## config.mk

```make
export PLATFORM = sky130hd
export DESIGN_NAME = multdiv_controller_flat
export DESIGN_NICKNAME = d
export VERILOG_FILES = /design/src/rtl/multdiv_pkg.sv /design/src/rtl/multdiv_controller_if.sv /design/src/rtl/multdiv_timeout_counter.sv /design/src/rtl/multdiv_controller.sv /design/src/flat_wrapper.sv
export SDC_FILE = /design/constraint.sdc
export NUM_CORES = 1
export LEC_CHECK = 0
export CAP_MARGIN = 20
export CORE_ASPECT_RATIO = 1.2
export CORE_MARGIN = 2
export CORE_UTILIZATION = 34
export DETAILED_ROUTE_END_ITERATION = 10
export PLACE_DENSITY = 0.76
export SYNTH_ARGS = -nofsm -noshare
export SYNTH_HDL_FRONTEND = slang
export SYNTH_HIERARCHICAL = 1
export SYNTH_SLANG_ARGS = --single-unit
```

## constraint.sdc

```tcl
create_clock -name clock -period 1.42 [get_ports clock]
set_input_delay 0.284 -clock clock [delete_from_list [all_inputs] [get_ports clock]]
set_output_delay 0.284 -clock clock [all_outputs]
set_load 0.1 [all_outputs]
```

## src/rtl/multdiv_pkg.sv

```systemverilog
// rtl/multdiv_pkg.sv - shared encodings and default widths for the mult/div controller
package multdiv_pkg;

    localparam int DATA_W_DEF  = 32;
    localparam int REG_W_DEF   = 5;
    localparam int TIMEOUT_DEF = 64;

    typedef logic [1:0] state_t;

    localparam state_t ST_IDLE  = 2'd0;
    localparam state_t ST_ISSUE = 2'd1;
    localparam state_t ST_WAIT  = 2'd2;
    localparam state_t ST_DONE  = 2'd3;

    localparam logic OP_MULT = 1'b0;
    localparam logic OP_DIV  = 1'b1;

endpackage

```

## src/rtl/multdiv_controller_if.sv

```systemverilog
// rtl/multdiv_controller_if.sv - request, unit and writeback signals of the mult/div controller
interface multdiv_controller_if #(
    parameter int DATA_W = 32,
    parameter int REG_W  = 5
);
    logic              req_valid;
    logic              req_op;
    logic [DATA_W-1:0] req_a;
    logic [DATA_W-1:0] req_b;
    logic [REG_W-1:0]  req_rd;
    logic              req_ready;
    logic              stall;
    logic [DATA_W-1:0] unit_operandA;
    logic [DATA_W-1:0] unit_operandB;
    logic              unit_ctrl_MULT;
    logic              unit_ctrl_DIV;
    logic [DATA_W-1:0] unit_result;
    logic              unit_exception;
    logic              unit_resultRDY;
    logic              wb_valid;
    logic [REG_W-1:0]  wb_rd;
    logic [DATA_W-1:0] wb_data;
    logic              wb_exception;
    logic              wb_ack;

    modport slave (
        input  req_valid, req_op, req_a, req_b, req_rd,
        input  unit_result, unit_exception, unit_resultRDY, wb_ack,
        output req_ready, stall, unit_operandA, unit_operandB,
        output unit_ctrl_MULT, unit_ctrl_DIV,
        output wb_valid, wb_rd, wb_data, wb_exception
    );

    modport master (
        output req_valid, req_op, req_a, req_b, req_rd,
        output unit_result, unit_exception, unit_resultRDY, wb_ack,
        input  req_ready, stall, unit_operandA, unit_operandB,
        input  unit_ctrl_MULT, unit_ctrl_DIV,
        input  wb_valid, wb_rd, wb_data, wb_exception
    );

endinterface

```

## src/rtl/multdiv_timeout_counter.sv

```systemverilog
// rtl/multdiv_timeout_counter.sv - bounded WAIT-cycle counter that flags when TIMEOUT cycles have passed
module multdiv_timeout_counter #(
    parameter int TIMEOUT = 64
) (
    input  logic clock,
    input  logic reset,
    input  logic clear,
    input  logic enable,
    output logic expired
);

    localparam int CNT_W = $clog2(TIMEOUT + 1);

    logic [CNT_W-1:0] count;

    // Count enabled cycles; saturate once the limit is reached so expired stays high.
    always_ff @(posedge clock) begin
        if (reset || clear) begin
            count <= '0;
        end else if (enable && !expired) begin
            count <= count + 1'b1;
        end
    end

    // Count value k means k+1 cycles have been spent once the current one ends.
    assign expired = (count == CNT_W'(TIMEOUT - 1));

endmodule

```

## src/rtl/multdiv_controller.sv

```systemverilog
// rtl/multdiv_controller.sv - sequences the shared iterative mult/div unit (optional abort: MULTDIV_TIMEOUT_EN)
module multdiv_controller
    import multdiv_pkg::*;
#(
    parameter int DATA_W  = DATA_W_DEF,
    parameter int REG_W   = REG_W_DEF,
    parameter int TIMEOUT = TIMEOUT_DEF
) (
    input  logic                 clock,
    input  logic                 reset,
    multdiv_controller_if.slave  bus
);

    state_t            state;
    logic              op_q;
    logic [DATA_W-1:0] a_q;
    logic [DATA_W-1:0] b_q;
    logic [REG_W-1:0]  rd_q;
    logic [DATA_W-1:0] wb_data_q;
    logic              wb_exc_q;
    logic              timeout_hit;

`ifdef MULTDIV_TIMEOUT_EN
    multdiv_timeout_counter #(
        .TIMEOUT (TIMEOUT)
    ) u_timeout (
        .clock   (clock),
        .reset   (reset),
        .clear   (state != ST_WAIT),
        .enable  (state == ST_WAIT),
        .expired (timeout_hit)
    );
`else
    // WAIT never aborts in this build; the comparison is false for any legal TIMEOUT.
    assign timeout_hit = (TIMEOUT < 0);
`endif

    // Main sequencer: latch the request, pulse start, collect the result, hand it to writeback.
    always_ff @(posedge clock) begin
        if (reset) begin
            state     <= ST_IDLE;
            op_q      <= OP_MULT;
            a_q       <= '0;
            b_q       <= '0;
            rd_q      <= '0;
            wb_data_q <= '0;
            wb_exc_q  <= 1'b0;
        end else begin
            case (state)
                ST_IDLE: begin
                    if (bus.req_valid) begin
                        op_q  <= bus.req_op;
                        a_q   <= bus.req_a;
                        b_q   <= bus.req_b;
                        rd_q  <= bus.req_rd;
                        state <= ST_ISSUE;
                    end
                end
                ST_ISSUE: begin
                    // resultRDY may still be high from the previous op, so it is not looked at here.
                    state <= ST_WAIT;
                end
                ST_WAIT: begin
                    if (bus.unit_resultRDY) begin
                        wb_data_q <= bus.unit_result;
                        wb_exc_q  <= bus.unit_exception;
                        // Writes to r0 are discarded without troubling writeback.
                        state     <= (rd_q != '0) ? ST_DONE : ST_IDLE;
                    end else if (timeout_hit) begin
                        wb_data_q <= '0;
                        wb_exc_q  <= 1'b1;
                        state     <= ST_DONE;
                    end
                end
                default: begin
                    if (bus.wb_ack) begin
                        state <= ST_IDLE;
                    end
                end
            endcase
        end
    end

    assign bus.req_ready      = (state == ST_IDLE);
    assign bus.stall          = bus.req_valid && (state != ST_IDLE);
    assign bus.unit_operandA  = a_q;
    assign bus.unit_operandB  = b_q;
    assign bus.unit_ctrl_MULT = (state == ST_ISSUE) && (op_q == OP_MULT);
    assign bus.unit_ctrl_DIV  = (state == ST_ISSUE) && (op_q == OP_DIV);
    assign bus.wb_valid       = (state == ST_DONE);
    assign bus.wb_rd          = rd_q;
    assign bus.wb_data        = wb_data_q;
    assign bus.wb_exception   = wb_exc_q;

endmodule

```

## src/flat_wrapper.sv

```systemverilog
// flat-port wrapper written by rule: the top's interface ports become plain ports
module multdiv_controller_flat import multdiv_pkg::*;
#(
    parameter int DATA_W  = DATA_W_DEF,
    parameter int REG_W   = REG_W_DEF,
    parameter int TIMEOUT = TIMEOUT_DEF
)
  (clock, reset, bus_req_valid, bus_req_op, bus_req_a, bus_req_b, bus_req_rd, bus_unit_result, bus_unit_exception, bus_unit_resultRDY, bus_wb_ack, bus_req_ready, bus_stall, bus_unit_operandA, bus_unit_operandB, bus_unit_ctrl_MULT, bus_unit_ctrl_DIV, bus_wb_valid, bus_wb_rd, bus_wb_data, bus_wb_exception);
  multdiv_controller_if #(.DATA_W(DATA_W), .REG_W(REG_W)) bus_i ();
  input  logic clock;
  input  logic reset;
  input wire logic [$bits(bus_i.req_valid)-1:0] bus_req_valid;
  input wire logic [$bits(bus_i.req_op)-1:0] bus_req_op;
  input wire logic [$bits(bus_i.req_a)-1:0] bus_req_a;
  input wire logic [$bits(bus_i.req_b)-1:0] bus_req_b;
  input wire logic [$bits(bus_i.req_rd)-1:0] bus_req_rd;
  input wire logic [$bits(bus_i.unit_result)-1:0] bus_unit_result;
  input wire logic [$bits(bus_i.unit_exception)-1:0] bus_unit_exception;
  input wire logic [$bits(bus_i.unit_resultRDY)-1:0] bus_unit_resultRDY;
  input wire logic [$bits(bus_i.wb_ack)-1:0] bus_wb_ack;
  output wire logic [$bits(bus_i.req_ready)-1:0] bus_req_ready;
  output wire logic [$bits(bus_i.stall)-1:0] bus_stall;
  output wire logic [$bits(bus_i.unit_operandA)-1:0] bus_unit_operandA;
  output wire logic [$bits(bus_i.unit_operandB)-1:0] bus_unit_operandB;
  output wire logic [$bits(bus_i.unit_ctrl_MULT)-1:0] bus_unit_ctrl_MULT;
  output wire logic [$bits(bus_i.unit_ctrl_DIV)-1:0] bus_unit_ctrl_DIV;
  output wire logic [$bits(bus_i.wb_valid)-1:0] bus_wb_valid;
  output wire logic [$bits(bus_i.wb_rd)-1:0] bus_wb_rd;
  output wire logic [$bits(bus_i.wb_data)-1:0] bus_wb_data;
  output wire logic [$bits(bus_i.wb_exception)-1:0] bus_wb_exception;
  assign bus_i.req_valid = bus_req_valid;
  assign bus_i.req_op = bus_req_op;
  assign bus_i.req_a = bus_req_a;
  assign bus_i.req_b = bus_req_b;
  assign bus_i.req_rd = bus_req_rd;
  assign bus_i.unit_result = bus_unit_result;
  assign bus_i.unit_exception = bus_unit_exception;
  assign bus_i.unit_resultRDY = bus_unit_resultRDY;
  assign bus_i.wb_ack = bus_wb_ack;
  assign bus_req_ready = bus_i.req_ready;
  assign bus_stall = bus_i.stall;
  assign bus_unit_operandA = bus_i.unit_operandA;
  assign bus_unit_operandB = bus_i.unit_operandB;
  assign bus_unit_ctrl_MULT = bus_i.unit_ctrl_MULT;
  assign bus_unit_ctrl_DIV = bus_i.unit_ctrl_DIV;
  assign bus_wb_valid = bus_i.wb_valid;
  assign bus_wb_rd = bus_i.wb_rd;
  assign bus_wb_data = bus_i.wb_data;
  assign bus_wb_exception = bus_i.wb_exception;
  multdiv_controller #(.DATA_W(DATA_W), .REG_W(REG_W), .TIMEOUT(TIMEOUT)) u_core (.clock(clock), .reset(reset), .bus(bus_i));
endmodule
```

* Yosys cells after proc, flatten, opt, wreduce, memory -nomap -nowiden
Cells that the tools add are included.
** Word-level totals
- Bits in registers :: 105
- Latch bits :: 0
- Memory bits (writable) :: 0
- Memory bits (read-only) :: 0
- Bits of input ports :: 108
- Output and inout bits :: 107
- Logic and storage cells :: 28
- Memories kept :: 0
** Operators by class
- Add/sub/neg operators :: 0
- Multiply operators :: 0
- Div/mod/pow operators :: 0
- Order comparisons :: 0
- Equality and inequality tests :: 5
- Shift operators :: 0
- Mux-type cells :: 5
- Bitwise gates (word level) :: 1
- Reductions and logical operators :: 10
** Operator list (count)
- $mux W2 :: 4
- $pmux W2 S3 :: 1
- $reduce_bool A5 Y1 :: 1
- $eq A2 B2 Y1 const B :: 2
- $ne A2 B2 Y1 const B :: 2
- $reduce_and A2 Y1 :: 2
- $reduce_bool A4 Y1 :: 1
- $logic_and A1 B1 Y1 :: 3
- $reduce_and A3 Y1 :: 1
- $eq A2 B1 Y1 const B :: 1
- $logic_not A2 Y1 :: 1
- $reduce_bool A2 Y1 :: 1
- $not A1 Y1 :: 1

* Depth between registers and ports, before layout
Gate-level depths: netlist of the first run.
- Depth in word-level cells :: 4
- Gate-level depth with buffers :: 7
- Depth with buffers taken out :: 6

* Worst setup path before layout of the first run
No wires, ideal clock.
- Path kind :: flip-flop to output port
- Start point :: register u_core.state[0]
- End point :: output bus_stall
- Data arrival time :: 2.523 ns
- Required time :: 1.136 ns
- Path slack :: -1.387 ns
- Stages on the path, launching flop included :: 4
- Path buffers :: 0
- Path through :: dfxtp_1 > inv_1 > ha_1 > nor2b_1
** Between the ends
- Longest elaborated chain between the ends :: 2
** Ends and longest elaborated chain
- start, declared :: RTL line multdiv_controller.sv:14 : state_t state;
- start signal, assigned :: RTL line multdiv_controller.sv:68 : state <= (rd_q != '0) ? ST_DONE : ST_IDLE;
- $reduce_bool A2 Y1 :: RTL line multdiv_controller.sv:85 : assign bus.stall = bus.req_valid && (state != ST_IDLE);
- $logic_and A1 B1 Y1 :: RTL line multdiv_controller.sv:85
- end, declared :: RTL line flat_wrapper.sv:22 : output wire logic [$bits(bus_i.stall)-1:0] bus_stall;
Every way passes these cells.

* Worst setup path in the final report of the first run
Ends and elaborated chain as after synthesis.

==> flow_summary_export.csv, run 1 <==
group,metric,value,unit
pwr,p_per_area,1854,nW/um^2
logic_synthesis,yosysWarnings,6,
routing,drt_wl_total,12.55,mm
grt,grt_pass1_vias,4038,
clocking,path_clk_slew,70,ps
worst_setup_path,arrival,1280,ps
routing,routedWlPerCell,15.30,um
pwr,finalPower,14.27,mW
finish,diodes,0,
floorplan,fp.dieH,118.9,um
sta,finalWorstPathRequiredPeriod,1562,ps
sta,max_freq,640.0,MHz
worst_setup_path,crit_chain,"inv_4 -> ha_4 -> nor2b_4 -> buf_12",
grt,grt_pass1_wl,19.60,mm
status,status,"finished with violations",
clocking,clock_latency,340,ps
floorplan,ios,215,
finish,final_cell_area,7700,um^2
sta,rsz0062_at_grt,"true",
sta,fin_ws,-142.5,ps
worst_setup_path,reg2reg_depth,7,
grt,antenna_found_initial,0,
logic_synthesis,synth_top_cell_area_share,56.21,%
logic_synthesis,synth_area_per_cell,7.890,um^2
floorplan,rows,41,
floorplan,start_util,35.22,%
logic_synthesis,synth-seq-area-share,56.21,%
finish,final_nets,800,
finish,fillerInstances,737,
clocking,cts_buffers,9,
worst_setup_path,path_delay_family,"flip-flops",
grt,grt_usage,20.98,%
finish,syn_to_final_growth,105.9,%
pwr,power_leakage,2.948,nW
worst_setup_path,crit_type,"reg -> out",
logic_synthesis,mappedNetlistNets,586,
sta,skew,8.424,ps
placed_design,gp_congestion,0.7991,
worst_setup_path,cpPeakStageDelay,380,ps
placed_design,hpwl,9.494,mm
logic_synthesis,syn_area,3740,um^2
worst_setup_path,cp.buffers_inverters,2,
logic_synthesis,synth.distinct_cells,18,
finish,instances_no_fill,820,
clocking,cts_sinks,105,
sta,hold_viol,0,
floorplan,core,10620,um^2
sta,slew_headroom,72.76,%
worst_setup_path,cp_max_fo,4,
logic_synthesis,synth_top_area_cell,"dfxtp_1",
grt,overflow,0,
worst_setup_path,worst_ep_required_time,1140,ps
worst_hold_path,hold_class,"in -> reg",
run,drv_cap,0,
routing,via_per_inst,4.789,
routing,dr.pass1.iters,4,
clocking,cts_tree,"done",
logic_synthesis,syn_inst,474,
clocking,cts_root_buffer,"clkbuf_16",
floorplan,die_w,99.74,um
floorplan,die-area,11860,um^2
clocking,h-tree-depth,3,
placed_design,placed_area,7189,um^2
worst_setup_path,cp_num_cells,4,
clocking,cts_max_path_buffers,2,
sta,finalSetupViolations,24,
worst_setup_path,startpoint_type,"flop",
sta,fin_crit_sh,110.0,%
logic_synthesis,synth_seq_cells,105,
worst_hold_path,hold_path_depth,2,
finish,utilization,72.51,%
routing,dr_total_vias,3927,
pwr,ir_worst_vdd,0.9865,mV
placed_design,io_buffer_count,214,
routing,drtIter0Drc,132,
worst_setup_path,critPathSlowestCell,"dfxtp_4",
finish,drive_above_1_share,24.60,%
placed_design,dp_cells,796,
worst_setup_path,cp-end-kind,"output pin",
routing,drc,0,
grt,grt_start_max_net_pins,37,
status,violations,"negative setup slack",
logic_synthesis,synth_area_leaders,"dfxtp_1, nand2_1, a21oi_1",
sta,worstMarginPinSlew,405.4,ps
routing,postRouteAntennaNets,0,
sta,slew_violations,0,
## final cells by class
| class | count | area [um^2] | area share, % |
|---|---|---|---|
| Multi-Input combinational cell | 332 | 1570 | 20.39 |
| Tap cell | 129 | 161.4 | 2.096 |
| Clock inverter | 3 | 65.06 | 0.8450 |
| Sequential cell | 105 | 2116 | 27.48 |
| Inverter | 3 | 18.77 | 0.2437 |
| Timing Repair Buffer | 237 | 3516 | 45.66 |
| Clock buffer | 11 | 252.7 | 3.282 |
## kinds of logic (layout without fill, tap and decap cells)
kind of cell	count (synthesis)	in the layout	synth area share [%]
muxes	1	1	0.2677
DFF	105	105	56.21
AOI/OAI and AO/OA	108	108	15.29
adders and majority gates	4	4	1.338
buffers and inverters	37	254	4.349
and+or+nand+nor	219	219	22.55
## timing repair
item,CTS,global route
gates cloned,1,0
setup buffers,7,2
hold buffers,0,0
pin swaps,3,3
setup endpoints to repair,8,79
resized for setup,15,6
## placed cells by master (no fill, tap or decap), drive strengths merged
| master | n |
|---|---|
| inv | 3 |
| mux2i | 1 |
| bufbuf | 1 |
| o21ba | 1 |
| and2 | 3 |
| dfxtp | 105 |
| a21oi | 105 |
| buf | 130 |
| nor3 | 1 |
| clkinv | 1 |
| bufinv | 2 |
| clkbuf | 11 |
| nand2 | 208 |
| nand3b | 2 |
| nor2 | 3 |
| nor2b | 2 |
| o22ai | 1 |
| ha | 4 |
| clkdlybuf4s50 | 106 |
| o41ai | 1 |
## layer usage
metal | vias up | GRT usage [%] | wire, um
li1 | 1944 | - | -
met1 | 1802 | 21.55 | 4464
met2 | 163 | 37.75 | 6655
met3 | 18 | 8.275 | 1158
met4 | 0 | 8.134 | 268
met5 | - | 0 | 0
## report_power, final
part / leakage [nW] / switching (mW) / internal (mW)
Clock: 0.157 / 1.03 / 1.62
Combinational: 1.93 / 4.80 / 2.92
Sequential: 0.861 / 0.486 / 3.42
Total: 2.95 / 6.32 / 7.96
## state kept, by name, summed over array words and instances, names as in the netlist
signal,flops
u_core/op_q,1
u_core/bus.unit_operandB,32
u_core/bus.unit_operandA,32
u_core/bus.wb_exception,1
u_core/bus.wb_rd,5
u_core/bus.wb_data,32
u_core/state,2
## worst paths after layout
| path | from | end | slack (ps) |
|---|---|---|---|
| worst min register to register | u_core/bus.wb_rd[4]$_SDFFE_PP0P_ | u_core/bus.wb_rd[4]$_SDFFE_PP0P_ | 490 |
| worst min-delay path | reset | u_core/bus.unit_operandA[17]$_SDFFE_PP0P_ | 360 |
| worst max-delay path | u_core/state[0]$_SDFFE_PP0P_ | bus_stall | -140 |
| worst max register to register | u_core/state[0]$_SDFFE_PP0P_ | u_core/state[1]$_SDFFE_PP0P_ | -80 |
## cell usage after synthesis
cell type  number
a21oi_1       105
and2_1          3
buf_1           4
buf_2          13
buf_6           1
clkbuf_1       16
dfxtp_1       105
ha_1            4
inv_1           3
mux2i_1         1
nand2_1       208
nand3b_1        2
nor2_1          3
nor2b_1         2
nor3_1          1
o21ba_1         1
o22ai_4         1
o41ai_2         1
## stage by stage
stage / TNS, ps / hold slack [ps] / setup slack [ps]
after global routing: -4943 / 366.2 / -171.8
after global placement: -2420 / 472.7 / -141.0
after CTS: -1256 / 350.6 / -135.4
final: -1300 / 364.1 / -142.5
after detailed placement: -6807 / 479.2 / -174.9
after floorplan: -5231 / 412.5 / -138.5
Power figures use the tool's default switching activity.
==> run 2, diff against run 1 <==
Settings changed: CAP_MARGIN 20 to default, CORE_UTILIZATION 34 to 35, CTS_BUF_LIST from default to sky130_fd_sc_hd__clkbuf_4 sky130_fd_sc_hd__clkbuf_8, PLACE_DENSITY 0.76 to 0.78, SLEW_MARGIN from default to 30.
==> run 2 against run 1 <==
The flow still finishes with violations (negative setup slack); global-route usage fell by 0.37 points; register-to-register slack got worse by 60 ps; routed wire length rose by 12%; critical path depth did not move; non-clock buffer count rose by 6; clock-buffer cell count did not move; combinational power rose by 5.8%; sequential power barely moved; fmax fell by 0.65%; critical endpoint unchanged; largest cell class unchanged; highest routed layer unchanged.
==> flow_summary_export.csv, run 2 (synthesized netlist as in run 1, its figures left out) <==
group,metric,value,unit
placed_design,gp_congestion,0.7870,
worst_setup_path,startpoint_type,"flop",
placed_design,hpwl,9.064,mm
clocking,cts_max_path_buffers,2,
grt,grt_pass1_wl,18.93,mm
worst_setup_path,cp-end-kind,"output pin",
finish,fillerInstances,679,
pwr,p_per_area,1777,nW/um^2
routing,dr.pass1.iters,4,
clocking,cts_buffers,9,
sta,finalWorstPathRequiredPeriod,1573,ps
pwr,ir_worst_vdd,0.7196,mV
worst_setup_path,reg2reg_depth,8,
sta,max_freq,635.9,MHz
sta,tns,-6558,ps
routing,drt_wl_total,14.02,mm
pwr,switching_share,46.65,%
finish,final_nets,806,
status,violations,"negative setup slack",
sta,fin_ws,-152.6,ps
status,status,"finished with violations",
finish,drive_above_1_share,28.47,%
pwr,power_leakage,2.981,nW
pwr,pwr-share-seq,28.1,%
run,drv_cap,0,
worst_setup_path,cp_max_fo,4,
sta,worstMarginPinSlew,391.0,ps
clocking,cts_tree,"done",
finish,multiInputGateArea,1647,um^2
routing,dr_total_vias,4100,
worst_hold_path,hold_class,"in -> reg",
placed_design,io_buffer_count,214,
floorplan,core,10470,um^2
clocking,clock_latency,370,ps
sta,skew,7.942,ps
grt,grt_use_met2,37.19,%
floorplan,ios,215,
finish,seq_area,2116,um^2
worst_setup_path,critPathLaunch,"u_core/state[0]$_SDFFE_PP0P_",
grt,overflow,0,
grt,grt_start_max_net_pins,41,
worst_setup_path,arrival,1290,ps
routing,via_per_inst,4.952,
worst_setup_path,r2r-start,"u_core/state[1]$_SDFFE_PP0P_",
pwr,finalPower,13.94,mW
clocking,cts_sinks,105,
pwr,pwr-share-comb,58.6,%
sta,slew_headroom,73.73,%
sta,fin_crit_sh,110.7,%
pwr,switching_power,6.503,mW
finish,final_cell_mix,"nand2_1, buf_12, clkdlybuf4s50_1",
grt,grt_pass1_vias,3917,
sta,whs,212.4,ps
floorplan,die_w,98.36,um
floorplan,die-area,11530,um^2
finish,diodes,0,
clocking,path_clk_slew,90,ps
worst_setup_path,r2r-end,"u_core/bus.unit_operandB[30]$_SDFFE_PP0P_",
sta,rsz0062_at_grt,"true",
grt,met1_usage,22.14,%
clocking,holdBufCountCts,0,
clocking,cts_root_buffer,"clkbuf_8",
routing,drtIter0Drc,161,
worst_setup_path,worst_ep_required_time,1140,ps
pwr,intPower,7.438,mW
floorplan,start_util,35.74,%
grt,grtUsageMet3,7.304,%
floorplan,rows,41,
worst_setup_path,endpoint,"bus_stall",
pwr,clkPwrFrac,13.4,%
clocking,h-tree-depth,3,
worst_setup_path,crit_type,"reg -> out",
routing,postRouteAntennaNets,0,
grt,gr-max-usage-layer,"met2",
sta,finalSetupViolations,77,
worst_setup_path,rrSetupSlack,-140,ps
finish,syn_to_final_growth,109.7,%
routing,drc,0,
grt,grt_usage,20.61,%
sta,hold_viol,0,
routing,routedWlPerCell,16.93,um
floorplan,fp.dieH,117.2,um
sta,slew_violations,0,
finish,final_common_cell,"nand2_1",
grt,antenna_found_initial,0,
## run 2: changes by cell type in the layout (fill, tap and decap cells not counted), sizes merged
cell      before  now
clkbuf        11   19
clkinv         1    3
buf          130  129
bufbuf         1    0
bufinv         2    1
clkinvlp       0    1
## run 2: worst min-delay path by stage
stage                                            end  cells after the start  slack (ps)                        startpoint
floorplan           u_core/bus.wb_rd[0]$_SDFFE_PP0P_                      2         410                     bus_req_rd[0]
CTS                     u_core/state[1]$_SDFFE_PP0P_                      2         190                             reset
finish                  u_core/state[1]$_SDFFE_PP0P_                      2         210                             reset
global route            u_core/state[1]$_SDFFE_PP0P_                      2         210                             reset
global placement    u_core/bus.wb_rd[2]$_SDFFE_PP0P_                      2         470  u_core/bus.wb_rd[2]$_SDFFE_PP0P_
detailed placement  u_core/bus.wb_rd[3]$_SDFFE_PP0P_                      2         480  u_core/bus.wb_rd[3]$_SDFFE_PP0P_
## run 2: area by class of cell
type | count | area share (%)
clock buffers | 11 | 1.771
clock inverters | 5 | 0.7178
inverters | 3 | 0.2074
flip-flops and latches | 105 | 26.97
well taps | 129 | 2.058
multi-input cells | 332 | 20.99
repair buffers | 243 | 47.28
## run 2: layer usage
metal | share of wire, % | wire length [um]
met4 | 3.0 | 421
met2 | 54 | 7544
met3 | 8.2 | 1147
met1 | 35 | 4908
met5 | 0 | 0
## run 2: what timing repair did
| item | 4_1_cts | 5_1_grt |
|---|---|---|
| pin swaps | 5 | 0 |
| resized for setup | 22 | 25 |
| endpoints found under the setup margin | 27 | 109 |
| cloned | 0 | 8 |
| setup buffers | 7 | 3 |
## run 2: power by group through the flow
stage	clock network (mW)	registers (mW)	logic [mW]
floorplan	0	6.73	1.60
global placement	0	3.92	7.18
detailed placement	0	3.96	7.28
CTS	1.90	3.90	7.57
global route	2.04	3.95	8.43
finish	1.86	3.91	8.17
## run 2: worst max-delay path, cell delays in order, from the launching register on
cell,delay [ps]
dfxtp_4,400
inv_4,50
ha_4,180
nor2b_4,130
buf_12,180
## run 2: metrics by stage
| step | area, um^2 | worst slack, ps | util [%] | std cells |
|---|---|---|---|---|
| after floorplan | 3781 | -138.5 | - | 474 |
| after CTS | 7515 | -162.5 | 71.81 | 817 |
| final | 7844 | -152.6 | 74.95 | 828 |
| after detailed placement | 7174 | -178.5 | 68.56 | 794 |
| after global placement | 7174 | -163.2 | 68.56 | 794 |
| after global routing | 7844 | -186.5 | 74.95 | 828 |
